==> src/rtl/a2b_packet_router_pkg.sv <==
// ============================================================================
// a2b_packet_router_pkg : shared packet codes, header layout and FSM encoding
// Revision: 1.0
// ============================================================================
`default_nettype none

package a2b_packet_router_pkg;

  localparam int c_TYPE_MSB = 31;
  localparam int c_TYPE_LSB = 28;
  localparam int c_CODE_MSB = 27;
  localparam int c_CODE_LSB = 24;
  localparam int c_SLEN_MSB = 23;
  localparam int c_SLEN_LSB = 15;
  localparam int c_LEN_W    = 11;

  localparam logic [3:0] c_TYPE_CORRECT_PARITY = 4'h1;
  localparam logic [3:0] c_TYPE_TARGET_HASHTAG = 4'h2;
  localparam logic [3:0] c_TYPE_EV_RANDOMBIT   = 4'h3;

  localparam logic [3:0] c_LEN_257  = 4'h1;
  localparam logic [3:0] c_LEN_514  = 4'h2;
  localparam logic [3:0] c_LEN_771  = 4'h3;
  localparam logic [3:0] c_LEN_1028 = 4'h4;

  typedef enum logic [2:0] {
    ST_IDLE    = 3'd0,
    ST_HEADER  = 3'd1,
    ST_PAYLOAD = 3'd2,
    ST_DROP    = 3'd3,
    ST_DONE    = 3'd4
  } state_e;

  function automatic logic [c_LEN_W-1:0] payload_len(input logic [3:0] code,
                                                     input logic [8:0] slen);
    case (code)
      c_LEN_257:  return {2'b00, slen};
      c_LEN_514:  return 11'd512;
      c_LEN_771:  return 11'd768;
      c_LEN_1028: return 11'd1024;
      default:    return 11'd1024;
    endcase
  endfunction

  function automatic logic is_er_type(input logic [3:0] ptype);
    return (ptype == c_TYPE_CORRECT_PARITY) || (ptype == c_TYPE_TARGET_HASHTAG);
  endfunction

endpackage

`default_nettype wire

==> src/rtl/a2b_packet_router_if.sv <==
// ============================================================================
// a2b_packet_router_if : source FIFO, ER FIFO and EV BRAM signal bundle
// Revision: 1.0
// ============================================================================
`default_nettype none

interface a2b_packet_router_if #(
  parameter int DATA_W     = 32,
  parameter int PACK_RATIO = 2,
  parameter int EV_ADDR_W  = 14
);
  logic                           src_empty;
  logic [DATA_W-1:0]              src_dout;
  logic                           src_rd_en;
  logic                           er_full;
  logic                           er_wr_en;
  logic [DATA_W-1:0]              er_wr_din;
  logic [PACK_RATIO*DATA_W/8-1:0] ev_wea;
  logic [EV_ADDR_W-1:0]           ev_addra;
  logic [PACK_RATIO*DATA_W-1:0]   ev_dina;

  modport master (
    input  src_empty, src_dout, er_full,
    output src_rd_en, er_wr_en, er_wr_din, ev_wea, ev_addra, ev_dina
  );

  modport slave (
    output src_empty, src_dout, er_full,
    input  src_rd_en, er_wr_en, er_wr_din, ev_wea, ev_addra, ev_dina
  );
endinterface

`default_nettype wire

==> src/rtl/a2b_word_packer.sv <==
// ============================================================================
// a2b_word_packer : packs DATA_W words MSB-first into one wide BRAM word
// Revision: 1.0
// ============================================================================
`default_nettype none

module a2b_word_packer #(
  parameter int DATA_W     = 32,
  parameter int PACK_RATIO = 2
) (
  input  wire logic                           clk,
  input  wire logic                           rst,
  input  wire logic                           i_push,
  input  wire logic                           i_last,
  input  wire logic [DATA_W-1:0]              i_data,
  output logic      [PACK_RATIO*DATA_W/8-1:0] o_we,
  output logic      [PACK_RATIO*DATA_W-1:0]   o_data
);
  localparam int c_IDX_W = (PACK_RATIO > 1) ? $clog2(PACK_RATIO) : 1;

  logic [PACK_RATIO*DATA_W-1:0] r_buf;
  logic [c_IDX_W-1:0]           r_idx;
  logic [PACK_RATIO*DATA_W-1:0] w_merged;
  logic                         w_flush;

  // Unfilled low slices stay zero, which pads a short final group.
  always_comb begin
    w_merged = r_buf;
    w_merged[(PACK_RATIO - 1 - int'(r_idx)) * DATA_W +: DATA_W] = i_data;
    w_flush  = i_push && (i_last || (int'(r_idx) == PACK_RATIO - 1));
  end

  always_ff @(posedge clk or posedge rst) begin
    if (rst) begin
      r_buf  <= '0;
      r_idx  <= '0;
      o_we   <= '0;
      o_data <= '0;
    end else begin
      o_we <= '0;
      if (w_flush) begin
        o_we   <= '1;
        o_data <= w_merged;
        r_buf  <= '0;
        r_idx  <= '0;
      end else if (i_push) begin
        r_buf <= w_merged;
        r_idx <= r_idx + c_IDX_W'(1);
      end
    end
  end
endmodule

`default_nettype wire

==> src/rtl/a2b_packet_router.sv <==
// ============================================================================
// a2b_packet_router : routes source packets to the ER FIFO or packed EV BRAM
// Revision: 1.0
// ============================================================================
`default_nettype none

module a2b_packet_router
  import a2b_packet_router_pkg::*;
#(
  parameter int DATA_W       = 32,
  parameter int PACK_RATIO   = 2,
  parameter int EV_ADDR_W    = 14,
  parameter int EV_PKT_LIMIT = 32,
  parameter int LEN_W        = 11
) (
  input  wire logic         clk,
  input  wire logic         rst,
  input  wire logic         clear_ev,
  a2b_packet_router_if.master bus,
  output logic              ev_full,
  output logic              pkt_done,
  output logic              pkt_drop,
  output logic [2:0]        state
);
  localparam int c_CNT_W = $clog2(EV_PKT_LIMIT + 1);

  state_e                       r_state;
  logic [DATA_W-1:0]            r_hdr;
  logic [LEN_W-1:0]             r_remain;
  logic [c_CNT_W-1:0]           r_ev_cnt;
  logic [EV_ADDR_W-1:0]         r_ev_addr;
  logic                         r_pkt_done;
  logic                         r_pkt_drop;

  logic [3:0]                   w_type;
  logic                         w_is_er;
  logic                         w_is_ev;
  logic                         w_have;
  logic                         w_last;
  logic                         w_pop;
  logic                         w_er_wr;
  logic [DATA_W-1:0]            w_er_din;
  logic                         w_ev_push;
  logic [PACK_RATIO*DATA_W/8-1:0] w_ev_we;
  logic [PACK_RATIO*DATA_W-1:0] w_ev_data;

  assign w_type  = r_hdr[c_TYPE_MSB:c_TYPE_LSB];
  assign w_is_er = is_er_type(w_type);
  assign w_is_ev = (w_type == c_TYPE_EV_RANDOMBIT);
  assign w_have  = (r_remain != '0);
  assign w_last  = (r_remain == LEN_W'(1));
  assign ev_full = (r_ev_cnt == c_CNT_W'(EV_PKT_LIMIT));

  // Source pops are held off during reset so no word is lost across it.
  always_comb begin
    w_pop    = 1'b0;
    w_er_wr  = 1'b0;
    w_er_din = '0;
    if (!rst) begin
      case (r_state)
        ST_IDLE:   w_pop = !bus.src_empty;
        ST_HEADER: begin
          if (w_is_er && !bus.er_full) begin
            w_er_wr  = 1'b1;
            w_er_din = r_hdr;
          end
        end
        ST_PAYLOAD: begin
          if (w_is_er) begin
            w_pop    = !bus.src_empty && !bus.er_full && w_have;
            w_er_wr  = w_pop;
            w_er_din = w_pop ? bus.src_dout : '0;
          end else begin
            w_pop = !bus.src_empty && w_have;
          end
        end
        ST_DROP:   w_pop = !bus.src_empty && w_have;
        default:   w_pop = 1'b0;
      endcase
    end
  end

  assign w_ev_push = (r_state == ST_PAYLOAD) && !w_is_er && w_pop;

  always_ff @(posedge clk or posedge rst) begin
    if (rst) begin
      r_state    <= ST_IDLE;
      r_hdr      <= '0;
      r_remain   <= '0;
      r_pkt_done <= 1'b0;
      r_pkt_drop <= 1'b0;
    end else begin
      r_pkt_done <= 1'b0;
      r_pkt_drop <= 1'b0;
      case (r_state)
        ST_IDLE: begin
          if (w_pop) begin
            r_hdr    <= bus.src_dout;
            r_remain <= LEN_W'(payload_len(bus.src_dout[c_CODE_MSB:c_CODE_LSB],
                                           bus.src_dout[c_SLEN_MSB:c_SLEN_LSB]));
            r_state  <= ST_HEADER;
          end
        end
        ST_HEADER: begin
          if (w_is_er) begin
            if (!bus.er_full) r_state <= ST_PAYLOAD;
          end else if (w_is_ev && !ev_full) begin
            r_state <= ST_PAYLOAD;
          end else begin
            r_state <= ST_DROP;
          end
        end
        ST_PAYLOAD: begin
          if (!w_have || (w_pop && w_last)) begin
            r_state    <= ST_DONE;
            r_pkt_done <= 1'b1;
          end
          if (w_pop) r_remain <= r_remain - LEN_W'(1);
        end
        ST_DROP: begin
          if (!w_have || (w_pop && w_last)) begin
            r_state    <= ST_DONE;
            r_pkt_done <= 1'b1;
            r_pkt_drop <= 1'b1;
          end
          if (w_pop) r_remain <= r_remain - LEN_W'(1);
        end
        ST_DONE: r_state <= ST_IDLE;
        default: r_state <= ST_IDLE;
      endcase
    end
  end

  // pkt_drop is high in DONE exactly when the packet was discarded.
  always_ff @(posedge clk or posedge rst) begin
    if (rst) begin
      r_ev_cnt  <= '0;
      r_ev_addr <= '0;
    end else if (clear_ev) begin
      r_ev_cnt  <= '0;
      r_ev_addr <= '0;
    end else begin
      if (r_state == ST_DONE && w_is_ev && !r_pkt_drop && !ev_full)
        r_ev_cnt <= r_ev_cnt + c_CNT_W'(1);
      if (w_ev_we != '0)
        r_ev_addr <= r_ev_addr + EV_ADDR_W'(1);
    end
  end

  a2b_word_packer #(
    .DATA_W     (DATA_W),
    .PACK_RATIO (PACK_RATIO)
  ) u_packer (
    .clk    (clk),
    .rst    (rst),
    .i_push (w_ev_push),
    .i_last (w_last),
    .i_data (bus.src_dout),
    .o_we   (w_ev_we),
    .o_data (w_ev_data)
  );

  assign bus.src_rd_en = w_pop;
  assign bus.er_wr_en  = w_er_wr;
  assign bus.er_wr_din = w_er_din;
  assign bus.ev_wea    = w_ev_we;
  assign bus.ev_dina   = w_ev_data;
  assign bus.ev_addra  = r_ev_addr;
  assign pkt_done      = r_pkt_done;
  assign pkt_drop      = r_pkt_drop;
  assign state         = r_state;
endmodule

`default_nettype wire

==> src/flat_wrapper.sv <==
// flat-port wrapper written by rule: the top's interface ports become plain ports
module a2b_packet_router_flat import a2b_packet_router_pkg::*;
#(
  parameter int DATA_W       = 32,
  parameter int PACK_RATIO   = 2,
  parameter int EV_ADDR_W    = 14,
  parameter int EV_PKT_LIMIT = 32,
  parameter int LEN_W        = 11
)
  (clk, rst, clear_ev, ev_full, pkt_done, pkt_drop, state, bus_src_empty, bus_src_dout, bus_er_full, bus_src_rd_en, bus_er_wr_en, bus_er_wr_din, bus_ev_wea, bus_ev_addra, bus_ev_dina);
  a2b_packet_router_if #(.DATA_W(DATA_W), .PACK_RATIO(PACK_RATIO), .EV_ADDR_W(EV_ADDR_W)) bus_i ();
  input  wire logic clk;
  input  wire logic rst;
  input  wire logic clear_ev;
  output logic ev_full;
  output logic pkt_done;
  output logic pkt_drop;
  output logic [2:0] state;
  input wire logic [$bits(bus_i.src_empty)-1:0] bus_src_empty;
  input wire logic [$bits(bus_i.src_dout)-1:0] bus_src_dout;
  input wire logic [$bits(bus_i.er_full)-1:0] bus_er_full;
  output wire logic [$bits(bus_i.src_rd_en)-1:0] bus_src_rd_en;
  output wire logic [$bits(bus_i.er_wr_en)-1:0] bus_er_wr_en;
  output wire logic [$bits(bus_i.er_wr_din)-1:0] bus_er_wr_din;
  output wire logic [$bits(bus_i.ev_wea)-1:0] bus_ev_wea;
  output wire logic [$bits(bus_i.ev_addra)-1:0] bus_ev_addra;
  output wire logic [$bits(bus_i.ev_dina)-1:0] bus_ev_dina;
  assign bus_i.src_empty = bus_src_empty;
  assign bus_i.src_dout = bus_src_dout;
  assign bus_i.er_full = bus_er_full;
  assign bus_src_rd_en = bus_i.src_rd_en;
  assign bus_er_wr_en = bus_i.er_wr_en;
  assign bus_er_wr_din = bus_i.er_wr_din;
  assign bus_ev_wea = bus_i.ev_wea;
  assign bus_ev_addra = bus_i.ev_addra;
  assign bus_ev_dina = bus_i.ev_dina;
  a2b_packet_router #(.DATA_W(DATA_W), .PACK_RATIO(PACK_RATIO), .EV_ADDR_W(EV_ADDR_W), .EV_PKT_LIMIT(EV_PKT_LIMIT), .LEN_W(LEN_W)) u_core (.clk(clk), .rst(rst), .clear_ev(clear_ev), .bus(bus_i), .ev_full(ev_full), .pkt_done(pkt_done), .pkt_drop(pkt_drop), .state(state));
endmodule
==> config.mk <==
export PLATFORM = sky130hd
export DESIGN_NAME = a2b_packet_router_flat
export DESIGN_NICKNAME = d
export VERILOG_FILES = /design/src/rtl/a2b_packet_router_pkg.sv /design/src/rtl/a2b_packet_router_if.sv /design/src/rtl/a2b_word_packer.sv /design/src/rtl/a2b_packet_router.sv /design/src/flat_wrapper.sv
export SDC_FILE = /design/constraint.sdc
export NUM_CORES = 1
export LEC_CHECK = 0
export CAP_MARGIN = 5
export CORE_ASPECT_RATIO = 0.5
export CORE_MARGIN = 2
export CORE_UTILIZATION = 40
export DETAILED_ROUTE_END_ITERATION = 6
export SLEW_MARGIN = 20
export SYNTH_ARGS = -nofsm -noshare
export SYNTH_HDL_FRONTEND = slang
export SYNTH_SLANG_ARGS = --single-unit
==> constraint.sdc <==
create_clock -name clk -period 8.9 [get_ports clk]
set_clock_uncertainty 0.05 [all_clocks]
set_input_delay 1.335 -clock clk [delete_from_list [all_inputs] [get_ports clk]]
set_output_delay 1.335 -clock clk [all_outputs]
set_load 0.005 [all_outputs]
==> metrics.log, run 1 <==
INFO  metric fin_setup_tns = 0 ns
INFO  metric yosys.cell_types.count = 44
INFO  metric buffer_ports.inserted = 162
INFO  metric max_cap_violations = 0
INFO  metric start_util = 40.55%
INFO  metric ant_nets = 0
INFO  metric netlist.area_leader.share = 53.85%
INFO  metric global_route_wire_length_before_repair = 37050 um
INFO  metric path_class = input port to output pin
INFO  metric combinationalPowerShare = 36.5%
INFO  metric peakVddDrop = 162.9 uV
INFO  metric required = 7.52 ns
INFO  metric die_w = 218.5 um
INFO  metric postCtsSetupBuffers = 0
INFO  metric multi_input_area = 3965 um2
INFO  metric fmax = 0.1897 GHz
INFO  metric finalPower = 3.458 mW
INFO  metric internal_power = 2.312 mW
INFO  metric setup_repair_after_global_routing_missed_its_margin = false
INFO  metric crit_path_max_incr_delay = 0.58 ns
INFO  metric seqCellArea = 4956 um2
INFO  metric syn-instance-count = 812
INFO  metric post_layout_instance_count_excluding_filler_cells = 1264
INFO  metric grt_max_degree = 119
INFO  metric yosysTopAreaCell = dfrtp_1
INFO  metric synthToLayoutAreaGrowth = 26.90%
INFO  metric setup.worst_path.end_class = output pin
INFO  metric finalSetupViolCount = 0
INFO  metric synth_common_cells = dfrtp_1, mux2_2, o21ai_0, nor2_1, nand2_1
INFO  metric num_antenna_cells = 0
INFO  metric route.detailed.drc = 0
INFO  metric final_standard_cell_utilization_of_the_core = 51.46%
INFO  metric synth_area = 9201 um2
INFO  metric clk_latency = 0.44 ns
INFO  metric relSlewSlack = 32.14%
INFO  metric drt_iter0_markers = 518
INFO  metric path_buf_inv = 4
INFO  metric final_hold_viol_count = 0
INFO  metric synth-compound-area-share = 9.627%
INFO  metric ys_seq_elements = 198
INFO  metric hold_path_startpoint = u_core.u_packer.o_data[30]
INFO  metric via_count_of_the_first_global_routing_pass = 6652
INFO  metric power.share.switching = 33.13%
INFO  metric critical_path.reg2reg.startpoint = u_core.state[2]
INFO  metric post_synth_xor_area_fraction = 1.618%
INFO  metric final.period_utilization = 59.24%
INFO  metric proportion_of_layout_cells_with_a_drive_suffix_above_1 = 21.63%
INFO  metric clockRootBuffer = clkbuf_16
INFO  metric avgRoutedWirePerCell = 18.07 um
INFO  metric num_vias = 6682
INFO  metric arrival_time_of_the_worst_setup_path = 3.89 ns
INFO  metric p_leak = 5.005 nW
INFO  metric cp-startpoint = bus_er_full
INFO  metric grt-ovfl-total = 0
INFO  metric ios = 163
INFO  metric place_hpwl = 14510 um
INFO  metric largest_family_of_logic_cells_by_synthesized_area = multiplexers
INFO  metric synthAdderAreaFrac = 0.8159%
INFO  metric synth_edf_count = 0
INFO  metric timing.hold.worst.class = register to register
INFO  metric synth.avg_cell_area = 11.33 um2
INFO  metric cts.htree.levels = 4
INFO  metric hold_buffers = 0
INFO  metric cts_resized = 0
INFO  metric worst_pin_slew = 1.018 ns
INFO  metric post-synth-top-count-cell = dfrtp_1
INFO  metric numCtsBuffers = 17
INFO  metric cp_common_cell = clkdlybuf4s50_1
INFO  metric clock_path_buffers = 2
INFO  metric clkSlewWorstSetupHoldPaths = 0.07 ns
INFO  metric syn_nets = 855
INFO  metric dp_cells = 1232
INFO  metric fillCellCount = 2010
INFO  metric power.switching = 1.146 mW
INFO  metric path_cells = clkdlybuf4s50_1 -> or4b_2 -> o21ai_0 -> o21a_2 -> buf_4 -> inv_1 -> clkdlybuf4s50_1
INFO  metric async_flop_share = 100.0%
INFO  metric postRouteWirelength = 22840 um
INFO  metric synthTopCellsByArea = dfrtp_1, mux2_2, o21ai_0
INFO  metric synth_mux_area_share = 19.54%
INFO  metric yosys_warnings = 0
INFO  metric synth-main-ff-cell = dfrtp_1
INFO  metric core-area = 22690 um2
INFO  metric final_period_minus_worst_setup_slack = 5.272 ns
INFO  metric drv_slew = 0
INFO  metric design.final.nets = 987
INFO  metric critPathMaxFanout = 57
INFO  metric synth_sequential_area_ratio = 53.85%
INFO  metric timing.hold.ws = 0.4394 ns
INFO  metric die_h = 111.2 um
INFO  metric power_frac_clock = 23.7%
INFO  metric floorplan.die_area = 24310 um2
INFO  metric grt.total_usage = 19.54%
INFO  metric cellPowerDensity = 296.2 nW/um2
INFO  metric status = complete, no violations
INFO  metric worst_path_max_delay_cell = or4b_2
INFO  metric viasPerCell = 5.286
INFO  metric finalWeightedCongestion = 0.8189
INFO  metric tritoncts = built
INFO  metric tritoncts_num_sinks = 198
INFO  metric startpoint_types = input port
INFO  metric length_of_the_first_detailed_routing_pass_in_iterations = 5
INFO  metric synthSimpleGateAreaFrac = 11.20%
INFO  metric antenna_found_initial = 0
INFO  metric standard_cell_row_count = 39
INFO  metric seqPwrFrac = 39.7%
INFO  metric cell_family_contributing_the_most_delay_on_the_critical_path = buffers and inverters
flip-flops by register name, summed over array words and instances, names as in the netlist:
signal and flops:
u_core.r_remain 11, u_core.u_packer.r_idx 1, u_core.bus.ev_addra 14, u_core.u_packer.o_we 1, u_core.r_ev_cnt 6, u_core.u_packer.o_data 64, u_core.r_hdr 32, u_core.u_packer.r_buf 64
u_core.pkt_drop 1, u_core.state 3, u_core.pkt_done 1
final cells by class:
class                      instances  share of cell area [%]
clock buffer                      19                   3.879
timing repair buffer             173                   14.63
multi-input combinational        545                   33.96
tap                              307                   3.290
inverter                           9                  0.3536
sequential                       198                   42.45
clock inverter                    13                   1.447
cells in the final DEF, fill, tap and decap left out, drive strengths merged, types with 4 or more instances in the layout:
cell	count
ha	6
a21oi	16
nor4	4
a22oi	36
xnor2	5
or3	5
dfrtp	198
nand3	8
nand2	55
xor2	12
o21ai	90
and3	6
clkdlybuf4s50	162
nor2b	35
clkbuf	19
nor3	12
buf	11
nor2	65
nand4	5
mux2	157
inv	13
stage by stage:
step                      area, um2  setup WS [ns]
final                         11680          3.628
after global routing          11680          3.517
after detailed placement      11050          3.630
after CTS                     11670          3.627
after floorplan                9201          1.517
after global placement        11050          3.639
worst reg2reg max path, cell delays in order, from the launching register on:
cell	delay, ns
dfrtp_1	0.43
nand2b_1	0.47
a31o_2	0.40
o21a_2	0.21
buf_4	0.30
nor3_4	0.24
buf_4	0.66
mux2_2	0.45
power groups by stage:
| stage | Combinational, mW | Sequential, mW | Clock [mW] |
|---|---|---|---|
| 4_1_cts | 1.28 | 1.38 | 0.839 |
| 3_5_place_dp | 1.27 | 1.39 | 0 |
| 3_3_place_gp | 1.25 | 1.38 | 0 |
| 5_1_grt | 1.38 | 1.41 | 0.880 |
| 6_report | 1.26 | 1.37 | 0.820 |
| 2_1_floorplan | 0.780 | 1.35 | 0 |
path summary, 6_finish.rpt:
check,to,slack [ns],cells after the start
worst max register to register,u_core.u_packer.o_data[46],5.57,7
worst min-delay path,u_core.u_packer.o_data[30],0.44,1
worst min register to register,u_core.u_packer.o_data[30],0.44,1
worst max-delay path,bus_src_rd_en,3.63,7
min in group asynchronous,u_core.u_packer.o_we[6],1.49,2
max in group asynchronous,u_core.u_packer.o_data[26],6.01,3
logic make-up after synthesis:
kind of cell	Yosys count
muxes	160
DFF	198
buffers and inverters	69
and+or+nand+nor	210
AOI/OAI and AO/OA	152
adders and majority gates	6
xor gates and xnor gates	17
metal layers:
metal	vias up	track usage (%)	share of wire, %	wire (um)
met5	-	0	0	0
met4	0	5.261	1.4	325
met3	25	4.198	3.4	767
met2	111	30.00	47	10720
met1	3429	27.93	48	11030
li1	3117	-	-	-
No activity file was read; power rests on OpenSTA's default activity.
==> run 2: changes to the inputs <==
- PLACE_DENSITY: default -> 0.66
- clock period: 8.9 -> 4.51 ns (I/O delays scaled with it)
==> run 2 against run 1 <==
First-iteration DRC count decreased by 8.7%. Global-route usage increased by 0.055 points. Wire length increased by 1.4%. Total power increased by 92%. Hold slack improved by 0.00070 ns.
==> metrics.log, run 2 (same netlist as run 1, synthesis figures left out) <==
INFO  metric ant_nets = 0
INFO  metric power_frac_clock = 21.3%
INFO  metric number_of_gates_on_the_worst_path_with_buffers_counted = 9
INFO  metric fmax = 0.2558 GHz
INFO  metric global_route_wire_length_before_repair = 37180 um
INFO  metric postCtsSetupBuffers = 0
INFO  metric via_count_of_the_first_global_routing_pass = 6675
INFO  metric final_cell_area = 11620 um2
INFO  metric status = complete, no violations
INFO  metric clk_latency = 0.44 ns
INFO  metric preCtsSetupSlack = 0.7657 ns
INFO  metric final_standard_cell_utilization_of_the_core = 51.23%
INFO  metric timing.hold.ws = 0.4401 ns
INFO  metric setup_repair_after_global_routing_missed_its_margin = false
INFO  metric worst_pin_slew = 0.9531 ns
INFO  metric reg_top3 = u_core.u_packer.o_data: 64 flops, u_core.u_packer.r_buf: 64 flops, u_core.r_hdr: 32 flops
INFO  metric antenna_found_initial = 0
INFO  metric seqPwrFrac = 40.6%
INFO  metric drt_iter0_markers = 473
INFO  metric critPathMaxFanout = 33
INFO  metric design.final.nets = 993
INFO  metric hold_depth = 1
INFO  metric ios = 163
INFO  metric most-common-layout-cells = dfrtp_1, clkdlybuf4s50_1, mux2_2, o21ai_0, nor2_1
INFO  metric place_hpwl = 15090 um
INFO  metric required = 3.78 ns
INFO  metric grt_max_degree = 85
INFO  metric synthToLayoutAreaGrowth = 26.34%
INFO  metric detailed_place.area = 11090 um2
INFO  metric fin_setup_tns = 0 ns
INFO  metric hold_buffers = 0
INFO  metric startpoint_types = register
INFO  metric numCtsBuffers = 17
INFO  metric cell_family_contributing_the_most_delay_on_the_critical_path = buffers and inverters
INFO  metric reg2reg_depth = 8
INFO  metric max_cap_violations = 0
INFO  metric proportion_of_layout_cells_with_a_drive_suffix_above_1 = 21.60%
INFO  metric cts_resized = 0
INFO  metric path_class = register to output pin
INFO  metric length_of_the_first_detailed_routing_pass_in_iterations = 5
INFO  metric finalWeightedCongestion = 0.8320
INFO  metric dp_cells = 1238
INFO  metric post_layout_instance_count_excluding_filler_cells = 1270
INFO  metric tritoncts_num_sinks = 198
INFO  metric relSlewSlack = 36.46%
INFO  metric peakVddDrop = 410.2 uV
INFO  metric viasPerCell = 5.326
INFO  metric floorplan.die_area = 24310 um2
INFO  metric finalPower = 6.650 mW
INFO  metric num_antenna_cells = 0
INFO  metric core-area = 22690 um2
INFO  metric power.share.switching = 33.94%
INFO  metric timing.hold.worst.class = register to register
INFO  metric clockRootBuffer = clkbuf_16
INFO  metric path_buf_inv = 3
INFO  metric clock_path_buffers = 2
INFO  metric num_vias = 6764
INFO  metric drv_slew = 0
INFO  metric clkSlewWorstSetupHoldPaths = 0.07 ns
INFO  metric multi_input_area = 3965 um2
INFO  metric final_hold_viol_count = 0
INFO  metric route.detailed.drc = 0
INFO  metric buffer_ports.inserted = 162
INFO  metric fillCellCount = 1976
INFO  metric layout.cells.most_common = dfrtp_1
INFO  metric power.switching = 2.257 mW
INFO  metric route.met3.wl = 833 um
INFO  metric die_h = 111.2 um
INFO  metric avgRoutedWirePerCell = 18.24 um
INFO  metric arrival_time_of_the_worst_setup_path = 3.18 ns
INFO  metric die_w = 218.5 um
INFO  metric tritoncts = built
INFO  metric postLayoutSetupSlackWorst = 0.6000 ns
INFO  metric dr_wl_met2 = 10870 um
INFO  metric grt-ovfl-total = 0
INFO  metric finalSetupViolCount = 0
INFO  metric p_leak = 4.984 nW
INFO  metric path_cells = inv_1 -> ha_1 -> nor4b_1 -> a31o_2 -> nor4b_2 -> buf_4 -> a22oi_1 -> nor2_1 -> clkdlybuf4s50_1
INFO  metric start_util = 40.55%
INFO  metric seqCellArea = 4956 um2
INFO  metric internal_power = 4.393 mW
INFO  metric highest-signal-layer = met4
INFO  metric grt.total_usage = 19.59%
INFO  metric final.period_utilization = 86.70%
INFO  metric cts.htree.levels = 4
INFO  metric setup.worst_path.end_class = output pin
INFO  metric standard_cell_row_count = 39
INFO  metric m1WireLength = 11200 um
INFO  metric worst_path_max_delay_cell = clkdlybuf4s50_1
INFO  metric crit_path_max_incr_delay = 0.56 ns
INFO  metric postRouteWirelength = 23170 um
INFO  metric cellPowerDensity = 572.1 nW/um2
INFO  metric combinationalPowerShare = 38.1%
INFO  metric final_period_minus_worst_setup_slack = 3.910 ns
-- run 2: changes by cell type in the layout (fill, tap and decap cells not counted), sizes merged --
cell / previous run / this run
buf: 11 / 17
bufinv: 3 / 0
clkbuf: 19 / 23
clkinv: 3 / 5
inv: 13 / 10
-- run 2: layer usage --
layer  track usage, %  vias up
li1                 -     3126
met1            28.26     3472
met2            30.21      146
met3            4.060       20
met4            4.671        0
met5                0        -
-- run 2: final cells by class --
type / count / area share (%)
clock inverters: 9 / 0.6135
repair buffers: 179 / 15.08
inverters: 9 / 0.3229
clock buffers: 23 / 3.939
flip-flops and latches: 198 / 42.63
well taps: 307 / 3.304
multi-input cells: 545 / 34.11
-- run 2: power by group through the flow --
| stage | registers [mW] | logic, mW | clock network, mW |
|---|---|---|---|
| after floorplan | 2.65 | 1.54 | 0 |
| after global placement | 2.71 | 2.50 | 0 |
| after detailed placement | 2.73 | 2.54 | 0 |
| after CTS | 2.70 | 2.55 | 1.45 |
| after global routing | 2.78 | 2.76 | 1.53 |
| final | 2.70 | 2.53 | 1.42 |
-- run 2: worst paths after layout --
| check | from | endpoint | slack (ns) |
|---|---|---|---|
| max reg2reg | u_core.r_remain[4] | u_core.u_packer.o_data[36] | 1.21 |
| max | u_core.r_remain[0] | bus_er_wr_din[7] | 0.60 |
| min in group asynchronous | rst | u_core.r_remain[10] | 0.88 |
| min | u_core.u_packer.o_data[33] | u_core.u_packer.o_data[33] | 0.44 |
| min reg2reg | u_core.u_packer.o_data[33] | u_core.u_packer.o_data[33] | 0.44 |
| max in group asynchronous | rst | u_core.u_packer.o_data[48] | 2.18 |
==> run 3: changes to the inputs <==
- SKIP_CTS_REPAIR_TIMING: default -> 1
- TNS_END_PERCENT: default -> 50
==> run 3 against run 2 <==
Die area did not move. Total power rose by 2.2%. Design area rose by 0.59%. Flip-flop and latch count did not move. Maximum frequency rose by 1.5%. Non-clock buffer count fell by 4. Register-to-register slack improved by 0.21 ns. Critical path type unchanged.
==> metrics.log, run 3 (same netlist as run 1, synthesis figures left out) <==
INFO  metric status = complete, no violations
INFO  metric clockRootBuffer = clkbuf_16
INFO  metric design.final.nets = 989
INFO  metric timing.hold.worst.class = register to register
INFO  metric num_vias = 6723
INFO  metric floorplan.die_area = 24310 um2
INFO  metric length_of_the_first_detailed_routing_pass_in_iterations = 5
INFO  metric p_leak = 5.009 nW
INFO  metric max_cap_violations = 0
INFO  metric buffer_ports.inserted = 162
INFO  metric tritoncts_num_sinks = 198
INFO  metric final_period_minus_worst_setup_slack = 3.853 ns
INFO  metric hold_depth = 1
INFO  metric postLayoutSetupSlackWorst = 0.6570 ns
INFO  metric peakVddDrop = 223.6 uV
INFO  metric path_class = register to output pin
INFO  metric relSlewSlack = 38.33%
INFO  metric numCtsBuffers = 17
INFO  metric setup_repair_after_global_routing_missed_its_margin = false
INFO  metric viasPerCell = 5.310
INFO  metric reg2reg_depth = 7
INFO  metric via_count_of_the_first_global_routing_pass = 6879
INFO  metric reg_top3 = u_core.u_packer.o_data: 64 flops, u_core.u_packer.r_buf: 64 flops, u_core.r_hdr: 32 flops
INFO  metric ant_nets = 0
INFO  metric cts.htree.levels = 4
INFO  metric grt.total_usage = 19.96%
INFO  metric ios = 163
INFO  metric drv_slew = 0
INFO  metric setup.worst_path.end_class = output pin
INFO  metric proportion_of_layout_cells_with_a_drive_suffix_above_1 = 21.58%
INFO  metric route.detailed.drc = 0
INFO  metric drt_iter0_markers = 480
INFO  metric arrival_time_of_the_worst_setup_path = 3.13 ns
INFO  metric antenna_found_initial = 0
INFO  metric core-area = 22690 um2
INFO  metric fmax = 0.2595 GHz
INFO  metric standard_cell_row_count = 39
INFO  metric tritoncts = built
INFO  metric final.period_utilization = 85.43%
INFO  metric die_h = 111.2 um
INFO  metric grt_max_degree = 199
INFO  metric die_w = 218.5 um
INFO  metric global_route_wire_length_before_repair = 37920 um
INFO  metric finalPower = 6.797 mW
INFO  metric synthToLayoutAreaGrowth = 27.09%
INFO  metric layout.cells.most_common = dfrtp_1
INFO  metric place_hpwl = 14950 um
INFO  metric required = 3.78 ns
INFO  metric grt-ovfl-total = 0
INFO  metric postRouteWirelength = 23380 um
INFO  metric start_util = 40.55%
INFO  metric avgRoutedWirePerCell = 18.47 um
INFO  metric startpoint_types = register
INFO  metric worst_pin_slew = 0.9250 ns
INFO  metric finalSetupViolCount = 0
INFO  metric clk_latency = 0.44 ns
INFO  metric clock_path_buffers = 2
INFO  metric most-common-layout-cells = dfrtp_1, clkdlybuf4s50_1, mux2_2, o21ai_0, nor2_1
INFO  metric num_antenna_cells = 0
INFO  metric cellPowerDensity = 581.3 nW/um2
INFO  metric finalWeightedCongestion = 0.7714
INFO  metric final_hold_viol_count = 0
INFO  metric critPathMaxFanout = 33
INFO  metric clkSlewWorstSetupHoldPaths = 0.07 ns
INFO  metric preCtsSetupSlack = 0.7966 ns
## run 3: power breakdown
group          internal, mW  switching, mW
logic                  1.33           1.20
clock network         0.843          0.713
registers              2.34          0.379
## run 3: final timing paths
| check | start | endpoint | slack, ns |
|---|---|---|---|
| setup / recovery | u_core.r_remain[0] | bus_er_wr_din[10] | 0.66 |
| hold / removal | u_core.u_packer.o_data[31] | u_core.u_packer.o_data[31] | 0.44 |
| setup reg to reg | u_core.r_remain[4] | u_core.u_packer.o_data[6] | 1.42 |
| hold reg to reg | u_core.u_packer.o_data[31] | u_core.u_packer.o_data[31] | 0.44 |
| max in group asynchronous | rst | u_core.u_packer.r_idx | 2.55 |
| min in group asynchronous | rst | u_core.r_ev_cnt[0] | 0.88 |
## run 3: area by class of cell
cell class              instances  area, um2
fillers                      2009      11000
flip-flops and latches        198       4956
multi-input cells             545       3965
repair buffers                175       1764
clock buffers                  20      446.7
well taps                     307      384.1
clock inverters                12      140.1
inverters                       9      37.54
## run 3: metrics by stage
| stage | hold slack (ns) | instances | TNS, ns | util (%) | cell area, um2 |
|---|---|---|---|---|---|
| after floorplan | 0.4104 | 812 | -0.4190 | - | 9205 |
| after global placement | 0.4209 | 1233 | 0 | 48.83 | 11080 |
| final | 0.4386 | 1266 | 0 | 51.54 | 11690 |
| after detailed placement | 0.4237 | 1233 | 0 | 48.83 | 11080 |
| after global routing | 0.4479 | 1266 | 0 | 51.54 | 11690 |
| after CTS | 0.4394 | 1265 | 0 | 51.41 | 11670 |
## run 3: routing by layer
layer  GRT usage [%]  share of wire [%]  vias up
met5               0                  0        -
met4           5.714                1.2        0
met3           4.664                4.6       22
met2           32.05                 48      135
met1           26.99                 46     3452
li1                -                  -     3114
## run 3: worst max-delay path: stages, from the launching register on
cell and delay [ns]:
dfrtp_1 0.39, inv_1 0.10, ha_1 0.22, nor4b_1 0.16
a31o_2 0.28, nor4b_2 0.21, buf_4 0.42, a22oi_1 0.16
nor2_1 0.20, clkdlybuf4s50_1 0.54
